## src/rtl/riscv_pkg.sv

```systemverilog
// Shared integer-core types: data word, register index and ROB tag widths.
package riscv_pkg;

  localparam int unsigned XLEN   = 32;
  localparam int unsigned NREG   = 32;
  localparam int unsigned REG_AW = $clog2(NREG);
  localparam int unsigned TAG_W  = 4;
  localparam int unsigned NRP    = 2;

  typedef logic [REG_AW-1:0] reg_idx_t;
  typedef logic [TAG_W-1:0]  rob_tag_t;
  typedef logic [XLEN-1:0]   word_t;

  // One source-operand lookup result as seen by dispatch
  typedef struct packed {
    word_t    data;
    logic     busy;
    rob_tag_t tag;
  } rd_result_t;

endpackage

```

## src/rtl/reg_file_read_port.sv

```systemverilog
// One registered source-operand read port: x0 forcing, commit bypass,
// flush busy-masking, then a 1-cycle output register.
module reg_file_read_port
  import riscv_pkg::*;
(
  input  logic     clk_in,
  input  logic     rst_in,
  input  logic     rdy_in,
  input  logic     req_in,
  input  reg_idx_t addr_in,
  input  word_t    rf_data_in,
  input  logic     rf_busy_in,
  input  rob_tag_t rf_tag_in,
  input  logic     cmt_en_in,
  input  reg_idx_t cmt_rd_in,
  input  rob_tag_t cmt_tag_in,
  input  word_t    cmt_data_in,
  input  logic     flush_in,
  output logic     valid_out,
  output word_t    data_out,
  output logic     busy_out,
  output rob_tag_t tag_out
);

  rd_result_t res_c;
  logic       cmt_hit_c;

  // Lookup sees pre-rename state; a same-cycle commit is forwarded
  always_comb begin
    res_c     = '0;
    cmt_hit_c = cmt_en_in && (cmt_rd_in == addr_in);
    if (addr_in != '0) begin
      res_c.data = cmt_hit_c ? cmt_data_in : rf_data_in;
      res_c.tag  = rf_tag_in;
      res_c.busy = rf_busy_in && !flush_in &&
                   !(cmt_hit_c && (rf_tag_in == cmt_tag_in));
    end
  end

  always_ff @(posedge clk_in or posedge rst_in) begin
    if (rst_in) begin
      valid_out <= 1'b0;
      data_out  <= '0;
      busy_out  <= 1'b0;
      tag_out   <= '0;
    end else if (rdy_in) begin
      valid_out <= req_in;
      if (req_in) begin
        data_out <= res_c.data;
        busy_out <= res_c.busy;
        tag_out  <= res_c.tag;
      end
    end
  end

endmodule

```

## src/rtl/reg_file_tagged.sv

```systemverilog
// Architectural register file with per-register rename state (busy + ROB tag),
// one rename and one commit per cycle, flush, and NRP registered read ports.
module reg_file_tagged
  import riscv_pkg::*;
(
  input  logic                    clk_in,
  input  logic                    rst_in,
  input  logic                    rdy_in,
  input  logic [NRP-1:0]          rd_req_in,
  input  logic [NRP*REG_AW-1:0]   rd_addr_in,
  output logic [NRP-1:0]          rd_valid_out,
  output logic [NRP*XLEN-1:0]     rd_data_out,
  output logic [NRP-1:0]          rd_busy_out,
  output logic [NRP*TAG_W-1:0]    rd_tag_out,
  input  logic                    ren_en_in,
  input  reg_idx_t                ren_rd_in,
  input  rob_tag_t                ren_tag_in,
  input  logic                    cmt_en_in,
  input  reg_idx_t                cmt_rd_in,
  input  rob_tag_t                cmt_tag_in,
  input  word_t                   cmt_data_in,
  input  logic                    flush_in
);

  word_t           rf_data [NREG];
  rob_tag_t        rf_tag  [NREG];
  logic [NREG-1:0] rf_busy;

  logic            cmt_wr_c;
  logic            cmt_clr_c;
  logic            ren_wr_c;
  logic [NREG-1:0] busy_nxt_c;

  // Busy update order: commit clear, then rename set, then flush clears all
  always_comb begin
    cmt_wr_c   = cmt_en_in && (cmt_rd_in != '0);
    ren_wr_c   = ren_en_in && (ren_rd_in != '0) && !flush_in;
    cmt_clr_c  = cmt_wr_c && rf_busy[cmt_rd_in] &&
                 (rf_tag[cmt_rd_in] == cmt_tag_in) &&
                 !(ren_en_in && (ren_rd_in == cmt_rd_in));
    busy_nxt_c = rf_busy;
    if (cmt_clr_c) busy_nxt_c[cmt_rd_in] = 1'b0;
    if (ren_wr_c)  busy_nxt_c[ren_rd_in] = 1'b1;
    if (flush_in)  busy_nxt_c = '0;
  end

  always_ff @(posedge clk_in or posedge rst_in) begin
    if (rst_in) begin
      for (int i = 0; i < int'(NREG); i++) begin
        rf_data[i] <= '0;
        rf_tag[i]  <= '0;
      end
      rf_busy <= '0;
    end else if (rdy_in) begin
      if (cmt_wr_c) rf_data[cmt_rd_in] <= cmt_data_in;
      if (ren_wr_c) rf_tag[ren_rd_in]  <= ren_tag_in;
      rf_busy <= busy_nxt_c;
    end
  end

  for (genvar p = 0; p < int'(NRP); p++) begin : g_port
    reg_idx_t addr_c;
    assign addr_c = rd_addr_in[p*REG_AW +: REG_AW];

    reg_file_read_port u_port (
      .clk_in      (clk_in),
      .rst_in      (rst_in),
      .rdy_in      (rdy_in),
      .req_in      (rd_req_in[p]),
      .addr_in     (addr_c),
      .rf_data_in  (rf_data[addr_c]),
      .rf_busy_in  (rf_busy[addr_c]),
      .rf_tag_in   (rf_tag[addr_c]),
      .cmt_en_in   (cmt_en_in),
      .cmt_rd_in   (cmt_rd_in),
      .cmt_tag_in  (cmt_tag_in),
      .cmt_data_in (cmt_data_in),
      .flush_in    (flush_in),
      .valid_out   (rd_valid_out[p]),
      .data_out    (rd_data_out[p*XLEN +: XLEN]),
      .busy_out    (rd_busy_out[p]),
      .tag_out     (rd_tag_out[p*TAG_W +: TAG_W])
    );
  end

endmodule

```

## config.mk

```make
export PLATFORM = sky130hd
export DESIGN_NAME = reg_file_tagged
export DESIGN_NICKNAME = d
export VERILOG_FILES = /design/src/rtl/riscv_pkg.sv /design/src/rtl/reg_file_read_port.sv /design/src/rtl/reg_file_tagged.sv
export SDC_FILE = /design/constraint.sdc
export NUM_CORES = 2
export LEC_CHECK = 0
export CORE_MARGIN = 2
export CORE_UTILIZATION = 50
export CTS_BUF_LIST = sky130_fd_sc_hd__clkbuf_8
export DETAILED_ROUTE_END_ITERATION = 16
export PLACE_DENSITY = 0.67
export SLEW_MARGIN = 20
export SYNTH_ARGS = -nofsm -noshare
export SYNTH_HDL_FRONTEND = slang
export SYNTH_SLANG_ARGS = --single-unit
```

## constraint.sdc

```tcl
create_clock -name clk_in -period 59.1 [get_ports clk_in]
set_input_delay 17.73 -clock clk_in [delete_from_list [all_inputs] [get_ports clk_in]]
set_output_delay 17.73 -clock clk_in [all_outputs]
set_load 0.1 [all_outputs]
```

-- After elaboration in Yosys (flattened, before gate mapping)
Index checks and enable logic that the tools add are counted.
- equality and inequality tests: 6
- magnitude comparators: 12
- bitwise gates (word level): 7
- add/sub/neg operators: 0
- multipliers: 0
- shift operators: 0
- reduce and logical (&&, ||, !) cells: 31
- muxes and demuxes: 38
- divide/modulo/power cells: 0
- operators with widths (kind ; number):
    bitwise mux 1024 bit ; 1
    binary-select mux 32 bit (select 5 bit) ; 2
    2-to-1 mux 32 bit ; 10
    demux 32 bit (select 5 bit) ; 1
    bitwise mux 128 bit ; 1
    2-to-1 mux 37 bit ; 2
    binary-select mux 4 bit (select 5 bit) ; 3
    AND 32 bit ; 1
    NOT 32 bit ; 1
    bitwise OR 32 bit ; 1
    2-to-1 mux 4 bit ; 7
    >= comparator 6 bit, second input constant ; 4
    < comparator 5 x 6 -> 1 bit, second input constant ; 4
    NOT 5 -> 6 bit ; 4
    demux 4 bit (select 5 bit) ; 1
    nonzero test 5 bit ; 4
    logical AND 1 bit ; 19
    binary-select mux 1 bit (select 5 bit) ; 3
    equality test 5 bit ; 3
    equality test 4 bit ; 3
    < comparator 6 x 1 -> 1 bit, second input constant ; 2
    demux 1 bit (select 5 bit) ; 2
    >= comparator 5 x 1 -> 1 bit, second input constant ; 2
    AND reduction 2 bit ; 4
    2 further kinds ; 9
- memories kept: 0
- memory bits (writable): 0
- logic and storage cells: 167
- memory bits (read-only): 0
- input port bits: 68
- latch bits: 0
- output and inout port bits: 76
- register bits after elaboration: 1260

-- Longest topological paths before layout
- depth in word-level cells: 11
- mapped depth: 15
- depth with buffers taken out: 8

-- By module
Synthesis repeated with hierarchy kept, for this count alone.
- cell total of the unflattened synthesis: 4377
- area total of the unflattened synthesis: 68569.5 um^2
- by module, submodules not included (module ; cells each ; times used ; sequential area each (um^2) ; area an instance (um^2)):
    reg_file_tagged ; 3947 ; 1 ; 29628.4 ; 64305.4
    reg_file_read_port ; 215 ; 2 ; 950.9 ; 2132.0

-- Least setup slack after synthesis
OpenSTA, ideal clock, no wires.
- path kind: input -> register
- start: input cmt_rd_in[0]
- end: register rf_busy[12]
- library setup time: 0.120 ns
- stages: 12
- slack: 38.370 ns
- required time: 58.980 ns
- arrival: 20.611 ns
- cell sequence: buf_6 > buf_6 > buf_1 > mux2i_1 > o22ai_1 > nor4_1 > mux2i_1 > xor2_1 > or4_1 > buf_2 > or4_1 > a31o_1
- cells in the longest elaborated chain, start to end: 11
- RTL lines (item ; RTL line ; RTL):
    from (decl) ; reg_file_tagged.sv:19 ; input reg_idx_t cmt_rd_in,
    NOT 5 -> 6 bit (implied by the code) ; reg_file_tagged.sv:39 ; (rf_tag[cmt_rd_in] == cmt_tag_in) &&
    binary-select mux 4 bit (select 5 bit) ; reg_file_tagged.sv:39 ;
    2-to-1 mux 4 bit (implied by the code) (2 in series) ; reg_file_tagged.sv:39 ;
    equality test 4 bit ; reg_file_tagged.sv:39 ;
    logical AND 1 bit ; reg_file_tagged.sv:38 ; cmt_clr_c = cmt_wr_c && rf_busy[cmt_rd_in] &&
    logical AND 1 bit ; reg_file_tagged.sv:39 ;
    2-to-1 mux 32 bit * ; reg_file_tagged.sv:42 ; if (cmt_clr_c) busy_nxt_c[cmt_rd_in] = 1'b0;
    bitwise OR 32 bit (no line) ; n/a ;
    2-to-1 mux 32 bit * ; reg_file_tagged.sv:43 ; if (ren_wr_c) busy_nxt_c[ren_rd_in] = 1'b1;
    2-to-1 mux 32 bit * ; reg_file_tagged.sv:44 ; if (flush_in) busy_nxt_c = '0;
    to (signal assigned) ; reg_file_tagged.sv:57 ; rf_busy <= busy_nxt_c;
    to (decl) ; reg_file_tagged.sv:27 ; logic [NREG-1:0] rf_busy;
Every way passes the cells marked *; elsewhere a longest branch is shown, timed or not. The select of a mux whose other input is x is not followed.
A chain may end at the register's enable or synchronous reset.

-- Final worst setup path
- start: input rd_addr_in[5]
- end: register g_port[1].u_port.data_out[12]
- cells in the longest elaborated chain, start to end: 6
- RTL lines (item ; RTL line ; RTL):
    from (decl) ; reg_file_tagged.sv:10 ; input logic [NRP*REG_AW-1:0] rd_addr_in,
    NOT 5 -> 6 bit (implied by the code) ; reg_file_tagged.sv:71 ; .rf_data_in (rf_data[addr_c]),
    binary-select mux 32 bit (select 5 bit) ; reg_file_tagged.sv:71 ;
    2-to-1 mux 32 bit (implied by the code) (2 in series) ; reg_file_tagged.sv:71 ;
    2-to-1 mux 32 bit ; reg_file_read_port.sv:33 ; res_c.data = cmt_hit_c ? cmt_data_in : rf_data_in;
    2-to-1 mux 37 bit * ; reg_file_read_port.sv:32 ; if (addr_in != '0) begin
    to (signal assigned) ; reg_file_read_port.sv:49 ; data_out <= res_c.data;
    to (decl) ; reg_file_read_port.sv:20 ; output word_t data_out,
Marks and branches as above.

==> impl_metrics.csv <==
group,metric,value,unit
timing,achievable-frequency,0.04528,GHz
setup_path,critPathLaunch,"rd_addr_in[5]",
die,core,0.1356,sq mm
logic_synthesis,post_synth_xor_area_fraction,0.3586,%
logic_synthesis,synth_edf_count,0,
clock_tree,cts.root.buffer_cell,"sky130_fd_sc_hd__clkbuf_8",
logic_synthesis,postSynth.asyncResetShare,100.0,%
logic_synthesis,synth-compound-area-share,6.331,%
setup_path,timing.critical_path.fanout_max,96,
timing,maxSlewHeadroom,23.57,%
job,max_cap_violations,0,
logic_synthesis,syn_inst,4932,
logic_synthesis,synth.yosys.seq_area_share,46.10,%
global_routing,grt_start_max_net_pins,189,
finish,final_area,0.07529,sq mm
clock_tree,tritoncts_clock_tree,"built",
placement,place_congestion,0.9390,
setup_path,crit_type,"primary input to flop",
die,placement_rows,135,
clock_tree,clk_pin_slew,0.06,ns
timing,final_max_slew_viol_count,0,
finish,number_of_filler_cells_placed_in_the_layout,10970,
drt,detail-route-antenna-nets,0,
logic_synthesis,synthesis.area,0.06840,sq mm
clock_tree,hold_buffers,0,
drt,wl_per_cell,30.79,um
die,design.portCount,144,
logic_synthesis,synth-adder-area-share,0,%
hold_path,hold_path.class,"flop to flop",
hold_path,min_from,"rf_data[1008]$_DFFE_PP0P_",
drt,drt-total-wl,209.4,mm
setup_path,timing.critical_path.arrival,22.91,ns
power_and_ir_drop,p_leak,33.45,nW
clock_tree,number_of_buffers_inserted_to_repair_setup_after_cts,0,
timing,setup-tns-final,0,ns
timing,worst_slew_pin_slew,1.143,ns
timing,number_of_hold_violations_in_the_final_report,0,
finish,most_used_cells_in_the_layout_excluding_fill_and_tap_cells,"sky130_fd_sc_hd__dfrtp_1 (1260), sky130_fd_sc_hd__mux2_2 (1117), sky130_fd_sc_hd__mux4_2 (512)",
timing,timing.clock.skew,0.04123,ns
setup_path,ff2ff_path_depth,8,
logic_synthesis,synth_simple_gate_area_share,3.068,%
hold_path,min_delay_path_depth,0,
timing,unrepaired_setup_endpoints_after_global_routing,"false",
clock_tree,clk-insertion-delay-late,0.96,ns
drt,drt-initial-drc-count,5064,
finish,layout.cells.most_common,"sky130_fd_sc_hd__dfrtp_1",
logic_synthesis,multiplexer_share_of_the_synthesized_area,40.93,%
drt,vias,45840,
die,dieHeight,373.9,um
power_and_ir_drop,powerDensity,30.45,mW/mm^2
logic_synthesis,synth_top_flop_cell,"sky130_fd_sc_hd__dfrtp_1",
finish,syn2layout_area_growth,10.08,%
die,die_width,373.9,um
outcome,status,"finished, final reports clean",
setup_path,critical_path.reg2reg.startpoint,"rf_tag[24]$_DFFE_PP0P_",
clock_tree,tritoncts.num_buffers,211,
global_routing,grt_use_total,30.08,%
drt,drtPass1Iterations,7,
clock_tree,cts_resized,0,
drt,via_per_inst,6.741,
power_and_ir_drop,ir_drop,0.02492,mV
global_routing,initial_antenna_violation_count,11,
placement,placement.cell_area,0.07098,sq mm
finish,final_layout_net_count,4915,
global_routing,number_of_global_route_vias_before_repair,46460,
setup_path,startpoint_type,"primary input",
clock_tree,cts.htree.levels,4,
logic_synthesis,syn_nets,5000,
setup_path,required,59.92,ns
global_routing,first_pass_grt_wire_length,312.8,mm
logic_synthesis,synth.yosys.warnings,0,
logic_synthesis,main_combinational_cell_family_by_area_after_synthesis,"multiplexers",
timing,min_period_over_period,37.37,%
timing,layout_min_cycle_time,22.09,ns
logic_synthesis,post_synthesis_cell_type_count,56,
logic_synthesis,synthesis.area_per_instance,13.87,sq um
placement,half_perimeter_wire_length_after_detailed_placement,114.7,mm
die,design.die.area,0.1398,sq mm
finish,post_route_cells_drive_above_1_share,42.36,%
die,floorplan.initialDensity,50.43,%
global_routing,grt_overflow,0,
setup_path,crit_path_capture_type,"flop",
clock_tree,clk_path_buf_depth,3,
placement,placement.io_buffers,143,
timing,setup_viol_count_final,0,
logic_synthesis,synth-seq-cells,1260,
drt,drc,0,
clock_tree,clock_sinks,1260,
==> power by group <==
part | internal, mW | switching [mW]
registers | 0.969 | 0.0790
logic | 0.215 | 0.231
clock network | 0.428 | 0.371
==> per-stage QoR <==
| step | hold WS, ns | power [mW] | utilization (%) | cells | setup WS, ns |
|---|---|---|---|---|---|
| after floorplan | 0.4488 | 1.389 | - | 4932 | 5.862 |
| after global routing | 0.4152 | 2.384 | 55.51 | 6801 | 36.67 |
| after CTS | 0.4014 | 2.304 | 55.55 | 6797 | 36.72 |
| after global placement | 0.3835 | 1.493 | 52.34 | 6414 | 35.73 |
| after detailed placement | 0.3876 | 1.506 | 52.33 | 6414 | 35.71 |
| final | 0.4017 | 2.293 | 55.51 | 6801 | 37.01 |
==> cells in the mapped netlist, types with 6 or more instances <==
library cell | count | area share, %
sky130_fd_sc_hd__clkbuf_1 | 386 | 2.1
sky130_fd_sc_hd__nor4_1 | 29 | 0.27
sky130_fd_sc_hd__mux2_2 | 1117 | 18
sky130_fd_sc_hd__a22oi_1 | 73 | 0.80
sky130_fd_sc_hd__nand2b_1 | 15 | 0.14
sky130_fd_sc_hd__mux2i_1 | 388 | 5.7
sky130_fd_sc_hd__nand3_1 | 45 | 0.33
sky130_fd_sc_hd__a31oi_1 | 9 | 0.082
sky130_fd_sc_hd__o211ai_1 | 35 | 0.38
sky130_fd_sc_hd__xor2_1 | 17 | 0.22
sky130_fd_sc_hd__dfrtp_1 | 1260 | 46
sky130_fd_sc_hd__a22o_1 | 67 | 0.86
sky130_fd_sc_hd__o21bai_1 | 33 | 0.36
sky130_fd_sc_hd__o22ai_1 | 29 | 0.27
sky130_fd_sc_hd__nor3_1 | 11 | 0.080
sky130_fd_sc_hd__buf_1 | 87 | 0.48
sky130_fd_sc_hd__nand2_1 | 181 | 0.99
sky130_fd_sc_hd__nor2_1 | 86 | 0.47
sky130_fd_sc_hd__nor2b_1 | 28 | 0.26
sky130_fd_sc_hd__a221oi_1 | 103 | 1.3
sky130_fd_sc_hd__xnor2_1 | 11 | 0.14
sky130_fd_sc_hd__a21oi_1 | 120 | 0.88
sky130_fd_sc_hd__buf_2 | 59 | 0.43
sky130_fd_sc_hd__inv_1 | 16 | 0.088
sky130_fd_sc_hd__mux4_2 | 512 | 17
sky130_fd_sc_hd__a211oi_1 | 20 | 0.22
sky130_fd_sc_hd__nor3b_1 | 7 | 0.077
sky130_fd_sc_hd__o21ai_0 | 111 | 0.81
sky130_fd_sc_hd__nand3b_1 | 6 | 0.066
sky130_fd_sc_hd__or4_1 | 9 | 0.099
sky130_fd_sc_hd__o221ai_1 | 10 | 0.13
==> layout make-up <==
| type | instances | area, sq um | area share [%] |
|---|---|---|---|
| diodes | 3 | 7.507 | 0.009971 |
| clock buffers | 274 | 3771 | 5.009 |
| clock inverters | 109 | 598.1 | 0.7944 |
| inverters | 18 | 75.07 | 0.09971 |
| multi-input cells | 3115 | 34920 | 46.38 |
| flip-flops and latches | 1260 | 31530 | 41.88 |
| well taps | 1781 | 2228 | 2.960 |
| repair buffers | 241 | 2156 | 2.863 |
==> layer usage <==
metal | vias to the layer above | routed length [um] | global-route usage [%]
met5 | - | 30 | 0
met4 | 4 | 7660 | 11.39
met3 | 462 | 16280 | 6.266
met2 | 2092 | 98140 | 46.98
met1 | 24440 | 87290 | 41.60
li1 | 18840 | - | -
==> worst paths after layout <==
check,end,slack [ns]
min,rf_data[1008]$_DFFE_PP0P_,0.40
min reg2reg,rf_data[1008]$_DFFE_PP0P_,0.40
max reg2reg,rf_busy[6]$_DFFE_PP0P_,55.32
min in group asynchronous,rf_data[564]$_DFFE_PP0P_,17.30
max,g_port[1].u_port.data_out[12]$_DFFE_PP0P_,37.01
max in group asynchronous,rf_data[133]$_DFFE_PP0P_,37.88
==> critical path: stages <==
cell and delay [ns]:
sky130_fd_sc_hd__buf_8 0.45, sky130_fd_sc_hd__buf_4 0.86, sky130_fd_sc_hd__buf_12 0.64, sky130_fd_sc_hd__buf_6 0.67
sky130_fd_sc_hd__buf_4 0.74, sky130_fd_sc_hd__mux4_2 0.59, sky130_fd_sc_hd__mux4_2 0.46, sky130_fd_sc_hd__mux2i_1 0.13
sky130_fd_sc_hd__o21ai_0 0.09, sky130_fd_sc_hd__a22o_1 0.22
==> state kept, by name, summed over array words and instances, names as in the netlist <==
signal,cells
rf_tag,128
g_port.u_port.data_out,64
g_port.u_port.busy_out,2
rf_busy,32
g_port.u_port.valid_out,2
g_port.u_port.tag_out,8
rf_data,1024
==> cell families after synthesis <==
logic type,after synthesis
DFF,1260
xor gates and xnor gates,28
AOI/OAI and AO/OA,627
and+or+nand+nor,443
buffers and inverters,557
muxes,2017
(Power assumes the default switching activity.)
